File: src/rtl/hazard_unit_mc_if.sv
// Hazard-unit bundle: datapath-side register/control taps in, stall/flush/forward controls out.
interface hazard_unit_mc_if #(
  parameter int REG_AW = 5,
  parameter int CNT_W  = 16
);
  logic [REG_AW-1:0] Rs1D, Rs2D;
  logic [REG_AW-1:0] Rs1E, Rs2E, RdE;
  logic [REG_AW-1:0] RdM, RdW;
  logic              RegWriteM, RegWriteW;
  logic              LoadE, PCSrcE, McStartE;
  logic              StallF, StallD, StallE;
  logic              FlushD, FlushE, FlushM;
  logic [1:0]        ForwardAE, ForwardBE;
  logic              McLaunch, McBusy, McDone;
  logic [CNT_W-1:0]  StallCount;

  modport master (
    output Rs1D, Rs2D, Rs1E, Rs2E, RdE, RdM, RdW,
    output RegWriteM, RegWriteW, LoadE, PCSrcE, McStartE,
    input  StallF, StallD, StallE, FlushD, FlushE, FlushM,
    input  ForwardAE, ForwardBE, McLaunch, McBusy, McDone, StallCount
  );

  modport slave (
    input  Rs1D, Rs2D, Rs1E, Rs2E, RdE, RdM, RdW,
    input  RegWriteM, RegWriteW, LoadE, PCSrcE, McStartE,
    output StallF, StallD, StallE, FlushD, FlushE, FlushM,
    output ForwardAE, ForwardBE, McLaunch, McBusy, McDone, StallCount
  );
endinterface

File: src/rtl/hazard_unit_mc.sv
// Five-stage pipeline hazard unit: EX forwarding, load-use stall, branch flush,
// multi-cycle execute hold for MUL/DIV and a saturating stall-cycle counter.
module hazard_unit_mc #(
  parameter int REG_AW = 5,
  parameter int MC_LAT = 4,
  parameter int CNT_W  = 16
) (
  input logic             clk,
  input logic             rst,
  hazard_unit_mc_if.slave hazardBus
);
  localparam int CW = (MC_LAT > 2) ? $clog2(MC_LAT) : 1;
  localparam logic [CW-1:0]    CNT_LOAD = CW'(MC_LAT - 2);
  localparam logic [CNT_W-1:0] CNT_MAX  = '1;

  typedef enum logic {IDLE, BUSY} mcState_t;

  mcState_t         state, stateNext;
  logic [CW-1:0]    cnt, cntNext;
  logic             mcStall, mcLaunch, mcDone;
  logic             lwStall, stallAny;
  logic [CNT_W-1:0] stallCount;

  function automatic logic [1:0] fwdSel(
    input logic [REG_AW-1:0] rs,
    input logic [REG_AW-1:0] rdM,
    input logic              regWriteM,
    input logic [REG_AW-1:0] rdW,
    input logic              regWriteW
  );
    if (regWriteM && (rdM == rs) && (rs != '0))      return 2'b10;
    else if (regWriteW && (rdW == rs) && (rs != '0)) return 2'b01;
    else                                             return 2'b00;
  endfunction

  assign hazardBus.ForwardAE = fwdSel(hazardBus.Rs1E, hazardBus.RdM, hazardBus.RegWriteM,
                                      hazardBus.RdW, hazardBus.RegWriteW);
  assign hazardBus.ForwardBE = fwdSel(hazardBus.Rs2E, hazardBus.RdM, hazardBus.RegWriteM,
                                      hazardBus.RdW, hazardBus.RegWriteW);

  assign lwStall = hazardBus.LoadE && (hazardBus.RdE != '0) &&
                   ((hazardBus.Rs1D == hazardBus.RdE) || (hazardBus.Rs2D == hazardBus.RdE));

  always_ff @(posedge clk or negedge rst) begin
    if (!rst) begin
      state <= IDLE;
      cnt   <= '0;
    end else begin
      state <= stateNext;
      cnt   <= cntNext;
    end
  end

  // Launch is gated by rst so nothing reaches the execute unit while reset is held.
  always_comb begin
    stateNext = state;
    cntNext   = cnt;
    mcStall   = 1'b0;
    mcLaunch  = 1'b0;
    mcDone    = 1'b0;
    case (state)
      IDLE: begin
        if (rst && hazardBus.McStartE) begin
          mcLaunch  = 1'b1;
          mcStall   = 1'b1;
          stateNext = BUSY;
          cntNext   = CNT_LOAD;
        end
      end
      BUSY: begin
        if (cnt != '0) begin
          mcStall = 1'b1;
          cntNext = cnt - 1'b1;
        end else begin
          mcDone    = 1'b1;
          stateNext = IDLE;
        end
      end
      default: stateNext = IDLE;
    endcase
  end

  assign stallAny = lwStall | mcStall;

  assign hazardBus.StallF   = stallAny;
  assign hazardBus.StallD   = stallAny;
  assign hazardBus.StallE   = mcStall;
  assign hazardBus.FlushD   = hazardBus.PCSrcE & ~mcStall;
  assign hazardBus.FlushE   = (lwStall | hazardBus.PCSrcE) & ~mcStall;
  assign hazardBus.FlushM   = mcStall;
  assign hazardBus.McLaunch = mcLaunch;
  assign hazardBus.McBusy   = (state == BUSY);
  assign hazardBus.McDone   = mcDone;

  always_ff @(posedge clk or negedge rst) begin
    if (!rst)
      stallCount <= '0;
    else if (stallAny && (stallCount != CNT_MAX))
      stallCount <= stallCount + 1'b1;
  end

  assign hazardBus.StallCount = stallCount;
endmodule

File: src/flat_wrapper.sv
// flat-port wrapper written by rule: the top's interface ports become plain ports
module hazard_unit_mc_flat 
#(
  parameter int REG_AW = 5,
  parameter int MC_LAT = 4,
  parameter int CNT_W  = 16
)
  (clk, rst, hazardBus_Rs1D, hazardBus_Rs2D, hazardBus_Rs1E, hazardBus_Rs2E, hazardBus_RdE, hazardBus_RdM, hazardBus_RdW, hazardBus_RegWriteM, hazardBus_RegWriteW, hazardBus_LoadE, hazardBus_PCSrcE, hazardBus_McStartE, hazardBus_StallF, hazardBus_StallD, hazardBus_StallE, hazardBus_FlushD, hazardBus_FlushE, hazardBus_FlushM, hazardBus_ForwardAE, hazardBus_ForwardBE, hazardBus_McLaunch, hazardBus_McBusy, hazardBus_McDone, hazardBus_StallCount);
  hazard_unit_mc_if #(.REG_AW(REG_AW), .CNT_W(CNT_W)) hazardBus_i ();
  input logic clk;
  input logic rst;
  input wire logic [$bits(hazardBus_i.Rs1D)-1:0] hazardBus_Rs1D;
  input wire logic [$bits(hazardBus_i.Rs2D)-1:0] hazardBus_Rs2D;
  input wire logic [$bits(hazardBus_i.Rs1E)-1:0] hazardBus_Rs1E;
  input wire logic [$bits(hazardBus_i.Rs2E)-1:0] hazardBus_Rs2E;
  input wire logic [$bits(hazardBus_i.RdE)-1:0] hazardBus_RdE;
  input wire logic [$bits(hazardBus_i.RdM)-1:0] hazardBus_RdM;
  input wire logic [$bits(hazardBus_i.RdW)-1:0] hazardBus_RdW;
  input wire logic [$bits(hazardBus_i.RegWriteM)-1:0] hazardBus_RegWriteM;
  input wire logic [$bits(hazardBus_i.RegWriteW)-1:0] hazardBus_RegWriteW;
  input wire logic [$bits(hazardBus_i.LoadE)-1:0] hazardBus_LoadE;
  input wire logic [$bits(hazardBus_i.PCSrcE)-1:0] hazardBus_PCSrcE;
  input wire logic [$bits(hazardBus_i.McStartE)-1:0] hazardBus_McStartE;
  output wire logic [$bits(hazardBus_i.StallF)-1:0] hazardBus_StallF;
  output wire logic [$bits(hazardBus_i.StallD)-1:0] hazardBus_StallD;
  output wire logic [$bits(hazardBus_i.StallE)-1:0] hazardBus_StallE;
  output wire logic [$bits(hazardBus_i.FlushD)-1:0] hazardBus_FlushD;
  output wire logic [$bits(hazardBus_i.FlushE)-1:0] hazardBus_FlushE;
  output wire logic [$bits(hazardBus_i.FlushM)-1:0] hazardBus_FlushM;
  output wire logic [$bits(hazardBus_i.ForwardAE)-1:0] hazardBus_ForwardAE;
  output wire logic [$bits(hazardBus_i.ForwardBE)-1:0] hazardBus_ForwardBE;
  output wire logic [$bits(hazardBus_i.McLaunch)-1:0] hazardBus_McLaunch;
  output wire logic [$bits(hazardBus_i.McBusy)-1:0] hazardBus_McBusy;
  output wire logic [$bits(hazardBus_i.McDone)-1:0] hazardBus_McDone;
  output wire logic [$bits(hazardBus_i.StallCount)-1:0] hazardBus_StallCount;
  assign hazardBus_i.Rs1D = hazardBus_Rs1D;
  assign hazardBus_i.Rs2D = hazardBus_Rs2D;
  assign hazardBus_i.Rs1E = hazardBus_Rs1E;
  assign hazardBus_i.Rs2E = hazardBus_Rs2E;
  assign hazardBus_i.RdE = hazardBus_RdE;
  assign hazardBus_i.RdM = hazardBus_RdM;
  assign hazardBus_i.RdW = hazardBus_RdW;
  assign hazardBus_i.RegWriteM = hazardBus_RegWriteM;
  assign hazardBus_i.RegWriteW = hazardBus_RegWriteW;
  assign hazardBus_i.LoadE = hazardBus_LoadE;
  assign hazardBus_i.PCSrcE = hazardBus_PCSrcE;
  assign hazardBus_i.McStartE = hazardBus_McStartE;
  assign hazardBus_StallF = hazardBus_i.StallF;
  assign hazardBus_StallD = hazardBus_i.StallD;
  assign hazardBus_StallE = hazardBus_i.StallE;
  assign hazardBus_FlushD = hazardBus_i.FlushD;
  assign hazardBus_FlushE = hazardBus_i.FlushE;
  assign hazardBus_FlushM = hazardBus_i.FlushM;
  assign hazardBus_ForwardAE = hazardBus_i.ForwardAE;
  assign hazardBus_ForwardBE = hazardBus_i.ForwardBE;
  assign hazardBus_McLaunch = hazardBus_i.McLaunch;
  assign hazardBus_McBusy = hazardBus_i.McBusy;
  assign hazardBus_McDone = hazardBus_i.McDone;
  assign hazardBus_StallCount = hazardBus_i.StallCount;
  hazard_unit_mc #(.REG_AW(REG_AW), .MC_LAT(MC_LAT), .CNT_W(CNT_W)) u_core (.clk(clk), .rst(rst), .hazardBus(hazardBus_i));
endmodule
File: config.mk
export PLATFORM = sky130hd
export DESIGN_NAME = hazard_unit_mc_flat
export DESIGN_NICKNAME = d
export VERILOG_FILES = /design/src/rtl/hazard_unit_mc_if.sv /design/src/rtl/hazard_unit_mc.sv /design/src/flat_wrapper.sv
export SDC_FILE = /design/constraint.sdc
export NUM_CORES = 1
export LEC_CHECK = 0
export CORE_MARGIN = 2
export CORE_UTILIZATION = 40
export DETAILED_ROUTE_END_ITERATION = 12
export GPL_ROUTABILITY_DRIVEN = 1
export PLACE_DENSITY_LB_ADDON = 0.3
export SLEW_MARGIN = 10
export SYNTH_ARGS = -nofsm -noshare
export SYNTH_HDL_FRONTEND = slang
export SYNTH_SLANG_ARGS = --single-unit
File: constraint.sdc
create_clock -name clk -period 3.18 [get_ports clk]
set_clock_uncertainty 0.1 [all_clocks]
set_input_delay 0.795 -clock clk [delete_from_list [all_inputs] [get_ports clk]]
set_output_delay 0.795 -clock clk [all_outputs]
set_load 0.01 [all_outputs]
After elaboration in Yosys (flattened, before gate mapping)

Index checks and enable logic that the tools add are counted.

Add/subtract/negate cells: 2
Equality and inequality tests: 9
Muxes and demuxes: 13
Bitwise logic cells: 6
Reductions and logical operators: 18

Operators with widths:

| kind                  | number |
|---|---|
| $eq 5x5->1            | 6 |
| $add 16x1->16 const B | 1 |
| $ne 16x16->1 const B  | 1 |
| $reduce_bool 5->1     | 3 |
| $logic_and 1x1->1     | 12 |
| $mux 2                | 4 |
| $mux 1                | 7 |
| $pmux 2 s2            | 1 |
| $and 1x1->1           | 2 |
| $ne 2x1->1 const B    | 1 |
| $ne 2x2->1 const B    | 1 |
| $not 1->1             | 2 |
| $or 1x1->1            | 2 |
| $pmux 1 s2            | 1 |
| $reduce_and 2->1      | 1 |
| $reduce_bool 2->1     | 1 |
| $sub 2x1->2 const B   | 1 |
| $logic_or 1x1->1      | 1 |

Bits in registers: 19
Output and inout port bits: 29
Word-level logic and storage cells: 51

Depth between registers and ports, before layout

Gate-level depths: netlist (run 1).

Depth in word-level cells: 5
Depth in mapped cells: 8

Least setup slack after synthesis (run 1)

OpenSTA, ideal clock, no wires.

Path kind: input port to output port
Start: input hazardBus_Rs1E[1]
End: output hazardBus_ForwardAE[0]
Data arrival time: 1.978 ns
Path slack: 0.307 ns
Stages on the path: 4
Path buffers: 0
Cells stage by stage: or4_1 -> nor2_1 -> nor4_1 -> nor4_1

Longest elaborated chain between the ends: 5
Elaborated cells on any way between the ends: 9
Classes of those cells: eq/ne (2); mux (2); reduce/logical (5)

RTL lines:

| item                            | line                 | RTL |
|---|---|---|
| start: declaration              | flat_wrapper.sv:14   | `input wire logic [$bits(hazardBus_i.Rs1E)-1:0] hazardBus_Rs1E;` |
| $eq 5x5->1                      | hazard_unit_mc.sv:32 | `else if (regWriteW && (rdW == rs) && (rs != '0)) return 2'b01;` |
| $logic_and 1x1->1 (2 in series) | hazard_unit_mc.sv:32 |  |
| $mux 1                          | hazard_unit_mc.sv:32 |  |
| $mux 2 *                        | hazard_unit_mc.sv:31 | `if (regWriteM && (rdM == rs) && (rs != '0)) return 2'b10;` |
| end: declaration                | flat_wrapper.sv:30   | `output wire logic [$bits(hazardBus_i.ForwardAE)-1:0] hazardBus_ForwardAE;` |

Mark *: on every way between the ends. The rest lies on a longest branch, timed or not.

Final worst setup path (run 1)

Ends and elaborated chain as after synthesis.

==> results of run 1 <==
==> flip-flops by register name, summed over array words and instances (netlist names) <==
| signal | count |
|---|---|
| u_core.cnt | 2 |
| u_core.hazardBus.StallCount | 16 |
| u_core.hazardBus.McBusy | 1 |
==> power groups by stage <==
stage               Sequential [mW]  Combinational [mW]  Clock [mW]
global route                  0.380               0.684       0.136
detailed placement            0.372               0.647           0
global placement              0.366               0.622           0
floorplan                     0.382               0.305           0
finish                        0.367               0.627       0.124
CTS                           0.368               0.641       0.126
==> worst max-delay path by stage <==
| stage | startpoint | cells after the start | slack [ns] | end |
|---|---|---|---|---|
| 2_1_floorplan | hazardBus_Rs1E[1] | 4 | 0.31 | hazardBus_ForwardAE[0] |
| 3_3_place_gp | hazardBus_Rs1E[1] | 6 | -0.50 | hazardBus_ForwardAE[0] |
| 3_5_place_dp | hazardBus_Rs2E[1] | 6 | -0.61 | hazardBus_ForwardBE[0] |
| 4_1_cts | hazardBus_Rs2E[1] | 6 | -0.14 | hazardBus_ForwardBE[0] |
| 5_1_grt | hazardBus_Rs2E[0] | 5 | 0.01 | hazardBus_ForwardBE[0] |
| 6_report | hazardBus_Rs1E[1] | 6 | 0.07 | hazardBus_ForwardAE[0] |
==> repair_timing <==
| item | 4_1_cts | 5_1_grt |
|---|---|---|
| gates resized for setup | 33 | 14 |
| pin swaps | 7 | 8 |
| gates cloned | 0 | 0 |
| buffers inserted | 2 | 1 |
| setup endpoints to repair | 7 | 7 |
==> layout by cell type (no fill, tap or decap), types with 2 or more instances in the layout <==
master	n
a21oi_1	3
and2_1	3
and3_1	5
and3_2	4
buf_2	2
buf_4	21
clkbuf_2	3
clkbuf_4	3
clkdlybuf4s50_1	50
dfrtp_1	19
dlygate4sd2_1	9
dlymetal6s2s_1	5
ha_1	2
inv_1	3
mux2_1	2
nand2_1	9
nand2b_1	2
nand3_1	3
nand3_2	4
nand4_1	11
nor2_1	5
nor2_4	2
nor3_2	2
nor4_2	2
o21ai_1	2
or4_4	3
xnor2_1	25
xor2_1	14
==> kinds of logic after synthesis <==
logic type	Yosys count	synth area share
simple gates	63	0.270
xor+xnor	39	0.242
flops	19	0.337
compound gates	13	0.0782
buf+inv	7	0.0302
mux	3	0.0240
fa+ha+maj	2	0.0178
==> per-layer routing <==
layer,part of all wire,GRT usage,vias up
li1,-,-,705
met1,0.46,0.305,704
met2,0.48,0.361,53
met3,0.052,0.0232,5
met4,0.0092,0.0489,0
met5,0,0,-
==> cell type report <==
| class | count | area [um2] | area share |
|---|---|---|---|
| Clock buffer | 3 | 22.5 | 0.00956 |
| Clock inverter | 1 | 5.00 | 0.00213 |
| Inverter | 3 | 11.3 | 0.00478 |
| Multi-Input combinational cell | 120 | 948 | 0.403 |
| Sequential cell | 19 | 475 | 0.202 |
| Tap cell | 46 | 57.6 | 0.0244 |
| Timing Repair Buffer | 91 | 835 | 0.354 |
==> summary.md, run 1 <==
| Metric | Value |
|---|---|
| Internal Power | `~700 uW` |
| Post-synthesis cell count | `146` |
| Buffer and inverter count on the worst path | `2` |
| Maximum vdd drop | `about 0.34 mV` |
| Hold Path Origin | `u_core.cnt[0]` |
| Outcome | `completed` |
| DR DRC count | `0` |
| Synth cell count leaders | `xnor2_1, dfrtp_1, xor2_1` |
| Placer Congestion | `between 0.8 and 0.9` |
| Max Buffers Root-to-Sink | `2` |
| Die W | `between 60 and 70 um` |
| Crit Path Max Fanout | `2` |
| Final TNS setup | `0 ns` |
| Worst-path clk slew | `0.11 ns` |
| Worst R2R Setup Slack | `1.08 ns` |
| Pre-CTS setup slack | `-0.607 ns` |
| Worst Max-Slew Pin Slew | `around 0.34 ns` |
| DIE AREA | `around 4000 um2` |
| Largest area contributor in the netlist | `dfrtp_1` |
| Number of enable flip-flop cells after synthesis | `0` |
| Worst path arrival time | `between 2 and 2.5 ns` |
| TritonCTS Buffers | `3` |
| Setup violators final | `0` |
| First-pass GRT wire length | `about 7000 um` |
| Flop pwr share | `0.328` |
| Fmax | `about 0.32 GHz` |
| Yosys top cell area share | `0.337` |
| Area of the core | `3360 um2` |
| Final hold slack | `approximately 0.4 ns` |
| Gr ovfl total | `0` |
| Initial antenna violation count | `0` |
| CTS Hold Buffers Added | `0` |
| Part of the power in the clock network | `0.111` |
| Num rows | `21` |
| Slew Limit Fails | `0` |
| Comb power frac | `0.561` |
| Number of cells on the worst hold path | `1` |
| Crit-path max cell delay | `0.55 ns` |
| Mapped Nets | `190` |
| CTS H-tree lvls | `1` |
| Root buf cell | `clkbuf_4` |
| Die height | `63.3 um` |
| Setup ws final | `just under 0.07 ns` |
| # port buffers | `70` |
| Top_reg_cell synth | `dfrtp_1` |
| Placement Cell Area | `between 2000 and 2500 um2` |
| Most numerous cell in the Yosys netlist | `xnor2_1` |
| Synth unique cells | `38` |
| FF-to-FF End | `u_core.hazardBus.StallCount[1]` |
| Vias | `between 1000 and 1500` |
| Worst rel slew slack | `0.768` |
| Vias per cell | `between 5 and 6` |
| Clock sink total | `19` |
| CTS tree | `yes` |
| Psw | `427 uW` |
| Syn_area_per_cell | `9.65 um2` |
| Period utilization | `0.978` |
| WS Path Type | `primary input to primary output` |
| Final Power | `between 1 and 1.5 mW` |
| Vias in the first global route | `1443` |
| Pleak | `around 1.0 nW` |
| Switching Share | `0.382` |
| Startpoint type of the worst setup path | `primary input` |
| Worst Hold End | `u_core.cnt[0]` |
| Final Hold Viols | `0` |
| Drt initial violations | `53` |
| Post-synthesis cell area | `around 1400 um2` |
| Post-DRT Antenna Nets | `0` |
| Boundary pin count | `a little over 70` |
| Worst path cell trace | `dlygate4sd2_1 -> or4_4 -> nor2_4 -> nor4_4 -> nor4_2 -> buf_2` |
| Cell at the slowest stage of the critical path | `or4_4` |
| Unrepaired setup endpoints after global routing | `false` |
| Final core utilization | `0.700` |
| DPL Wire Length | `around 3300 um` |
| Syn-to-layout area delta | `67.1%` |
| Yosys reg bits | `19` |
| Clock Latency Late Sink | `~0.30 ns` |
| Yosys warns | `0` |
| Share of layout cells above drive strength 1 | `0.224` |
| Post-Layout Cell Count | `283` |
| Post-Route WL | `4230 um` |
| Initial DRT Pass Iterations | `4` |
| Largest net degree at the start of global routing | `20` |
| Endpoint class of the critical path | `primary output` |
| Share of async-settable or async-resettable flops after synthesis | `1.00` |
| Initial Util | `0.419` |
| Req. time, crit path | `approximately 2.3 ns` |
| Synth area leaders | `dfrtp_1, xnor2_1, xor2_1, nand4_1, nand3_2` |
| Fin area | `~2400 um2` |
| Total track usage | `0.217` |
| Max Cap Viol | `0` |
| CP top delay family | `simple AND/OR/NAND/NOR gates` |
| Power per cell area | `between 400 and 500 nW/um2` |
| Average wire per standard cell | `14.9 um` |
| Post-layout min period | `between 3 and 4 ns` |
| Diodes inserted | `0` |
| Cells after DPL | `between 200 and 300` |
| Post-synthesis sequential area ratio | `0.337` |
| Launching point of the worst reg2reg path | `u_core.cnt[0]` |
| Fill cells | `between 200 and 300` |
| Final net count | `282` |
| HP Class | `flip-flop to flip-flop` |
| R2R cell count | `8` |
No activity file was read; power rests on OpenSTA's default activity.
==> inputs of run 2 (changes only) <==
- ABC_AREA: default -> 1
- CORE_UTILIZATION: 40 -> 43
==> summary.md, run 2 <==
| Metric | Value |
|---|---|
| Launching point of the worst reg2reg path | `u_core.cnt[0]` |
| Final hold slack | `0.402 ns (-0.00811 ns)` |
| Worst Hold End | `u_core.cnt[1]` |
| Syn_area_per_cell | `6.38 um2 (-34%)` |
| Post-synthesis sequential area ratio | `0.282 (-0.0554)` |
| Power per cell area | `442 nW/um2 (-7.0%)` |
| Switching Share | `0.388 (+0.00661)` |
| Outcome | `completed` |
| Pleak | `1.31 nW (+28%)` |
| Post-layout min period | `3.10 ns (-0.0152 ns)` |
| # port buffers | `70 (unchanged)` |
| Initial antenna violation count | `0 (unchanged)` |
| Maximum vdd drop | `0.379 mV (+10%)` |
| Req. time, crit path | `2.28 ns (about the same)` |
| HP Class | `flip-flop to flip-flop` |
| Flop pwr share | `0.291 (-0.037)` |
| Largest area contributor in the netlist | `dfrtp_1` |
| Yosys top cell area share | `0.282 (-0.0554)` |
| First-pass GRT wire length | `7620 um (+8.8%)` |
| Worst Max-Slew Pin Slew | `0.327 ns (-0.0184 ns)` |
| Fill cells | `325 (+14%)` |
| Placer Congestion | `0.918 (+5.0%)` |
| Max Buffers Root-to-Sink | `2 (unchanged)` |
| FF-to-FF End | `u_core.hazardBus.StallCount[2]` |
| Worst-path clk slew | `0.06 ns (-0.05 ns)` |
| CTS tree | `yes` |
| DR DRC count | `0 (unchanged)` |
| Diodes inserted | `0 (unchanged)` |
| Fmax | `0.323 GHz (+0.49%)` |
| Area of the core | `3720 um2 (+10%)` |
| Worst R2R Setup Slack | `1.43 ns (+0.35 ns)` |
| Final core utilization | `0.691 (-0.00890)` |
| Clock Latency Late Sink | `0.26 ns (-0.04 ns)` |
| Final Hold Viols | `0 (unchanged)` |
| Synth cell count leaders | `nand2_1, inv_1, nor2_1` |
| Share of layout cells above drive strength 1 | `0.120 (-0.103)` |
| Mapped Nets | `308 (+62%)` |
| Die W | `66.6 um (+5.1%)` |
| Num rows | `22 (+4.8%)` |
| Synth area leaders | `dfrtp_1, nand2_1, inv_1, nand3_1, xor2_1` |
| Top_reg_cell synth | `dfrtp_1` |
| Vias in the first global route | `1818 (+26%)` |
| Unrepaired setup endpoints after global routing | `false` |
| Most common cell after layout, fill and taps aside | `nand2_1` |
| Multi-input gate area | `1030 um2 (+8.3%)` |
| Post-DRT Antenna Nets | `0 (unchanged)` |
| Comb power frac | `0.563 (+0.002)` |
| Internal Power | `694 uW (+0.38%)` |
| Gr ovfl total | `0 (unchanged)` |
| Crit Path Max Fanout | `4 (+2)` |
| Max FFs per register | `16 (unchanged)` |
| Highest-count cells in the layout ignoring fill and taps | `nand2_1, clkdlybuf4s50_1, inv_1` |
| Syn-to-layout area delta | `52.4%` |
| Post-Layout Cell Count | `397 (+40%)` |
| Post-Route WL | `4460 um (+5.4%)` |
| Endpoint class of the critical path | `primary output` |
| Max Cap Viol | `0 (unchanged)` |
| Yosys warns | `0 (unchanged)` |
| Yosys reg bits | `19 (unchanged)` |
| Setup violators final | `0 (unchanged)` |
| Total track usage | `0.218 (+0.000967)` |
| Synth unique cells | `30 (-21%)` |
| Root buf cell | `clkbuf_8` |
| TritonCTS Buffers | `3 (unchanged)` |
| DIE AREA | `4440 um2 (+11%)` |
| Post-synthesis cell area | `1690 um2 (+20%)` |
| Die height | `66.6 um (+5.1%)` |
| Initial DRT Pass Iterations | `4 (unchanged)` |
| Final net count | `394 (+40%)` |
| Period utilization | `0.974 (-0.00479)` |
| Worst path arrival time | `2.20 ns (-0.02 ns)` |
| Share of async-settable or async-resettable flops after synthesis | `1.00 (unchanged)` |
| Initial Util | `0.454 (+0.0346)` |
| R2R cell count | `10 (+2)` |
| CTS H-tree lvls | `1 (unchanged)` |
| Number of enable flip-flop cells after synthesis | `0 (unchanged)` |
| Most numerous cell in the Yosys netlist | `nand2_1` |
| Number of cells on the worst hold path | `2 (+1)` |
| Startpoint type of the worst setup path | `primary input` |
| Final TNS setup | `0 ns (unchanged)` |
| CTS Hold Buffers Added | `0 (unchanged)` |
| Average wire per standard cell | `11.2 um (-25%)` |
| Vias | `1897 (+29%)` |
| Clock sink total | `19 (unchanged)` |
| Post-synthesis cell count | `264 (+81%)` |
| Hold Path Origin | `u_core.cnt[1]` |
| Vias per cell | `4.78 (-7.8%)` |
| Psw | `440 uW (+3.2%)` |
| Drt initial violations | `99 (+87%)` |
| Largest net degree at the start of global routing | `20 (unchanged)` |
| Worst rel slew slack | `0.781 (+0.0122)` |
| WS Path Type | `primary input to primary output` |
| Boundary pin count | `71 (unchanged)` |
| DPL Wire Length | `3510 um (+6.6%)` |
| Area occupied by registers | `475 um2 (unchanged)` |
| Part of the power in the clock network | `0.146 (+0.035)` |
| Cells after DPL | `393 (+42%)` |
| Slew Limit Fails | `0 (unchanged)` |
| Crit path from | `hazardBus_Rs2E[2]` |
==> run 2: cell types whose count changed in the layout (fill, tap and decap cells not counted), sizes merged, moves of 9 or more <==
| cell | before | now |
|---|---|---|
| and3 | 9 | 0 |
| inv | 3 | 44 |
| nand2 | 9 | 93 |
| nand3 | 7 | 24 |
| nor2 | 8 | 31 |
| xnor2 | 25 | 4 |
==> run 2: per-stage QoR <==
stage	instance area [um2]	total power, mW	worst slack [ns]
finish	2570	1.13	0.0837
global route	2570	1.22	0.00416
CTS	2570	1.15	0.0140
detailed placement	2520	0.991	-0.259
global placement	2520	0.979	-0.188
floorplan	1690	0.676	0.629
==> run 2: worst max-delay path by stage <==
stage	endpoint	slack (ns)	cells after the start
after floorplan	hazardBus_ForwardAE[0]	0.63	4
after global placement	hazardBus_FlushE	-0.19	10
after detailed placement	hazardBus_ForwardAE[1]	-0.26	5
after CTS	hazardBus_StallE	0.01	7
after global routing	hazardBus_ForwardBE[0]	0.004	6
final	hazardBus_ForwardBE[0]	0.08	6
==> run 2: layout make-up <==
class / instances / share of cell area
timing repair buffer: 85 / 0.310
tap: 48 / 0.0234
sequential: 19 / 0.185
multi-input combinational: 197 / 0.400
inverter: 44 / 0.0643
clock buffer: 4 / 0.0175
==> run 2: critical path: stages <==
cell	delay, ns
clkdlybuf4s50_1	0.57
xnor2_1	0.16
o2111ai_1	0.17
nor3_2	0.17
nor2_1	0.06
dlygate4sd2_1	0.28
==> run 2: power by group through the flow <==
stage	sequential, mW	clock (mW)	combinational, mW
5_1_grt	0.338	0.185	0.701
2_1_floorplan	0.345	0	0.331
6_report	0.330	0.166	0.638
4_1_cts	0.331	0.171	0.648
3_3_place_gp	0.333	0	0.647
3_5_place_dp	0.335	0	0.656
==> run 2: cells by family after synthesis <==
family,share of synthesized area
buffers and inverters,0.120
AND/OR/NAND/NOR,0.438
AO/OA/AOI/OAI,0.0564
XOR/XNOR,0.0883
adder cells (fa/ha/maj),0.0148
flip-flops,0.282
==> run 2: routing by layer <==
layer,up-vias,track usage,routed length (um),share of wire
li1,997,-,-,-
met1,844,0.268,2030,0.45
met2,48,0.390,2130,0.48
met3,8,0.0439,239,0.054
met4,0,0.0510,57,0.013
met5,-,0,0,0
==> run 2: timing repair <==
action                                  4_1_cts  5_1_grt
setup buffers                                 0        0
endpoints found under the setup margin       10        8
resized for setup                            14       16
pin swaps                                     1        4
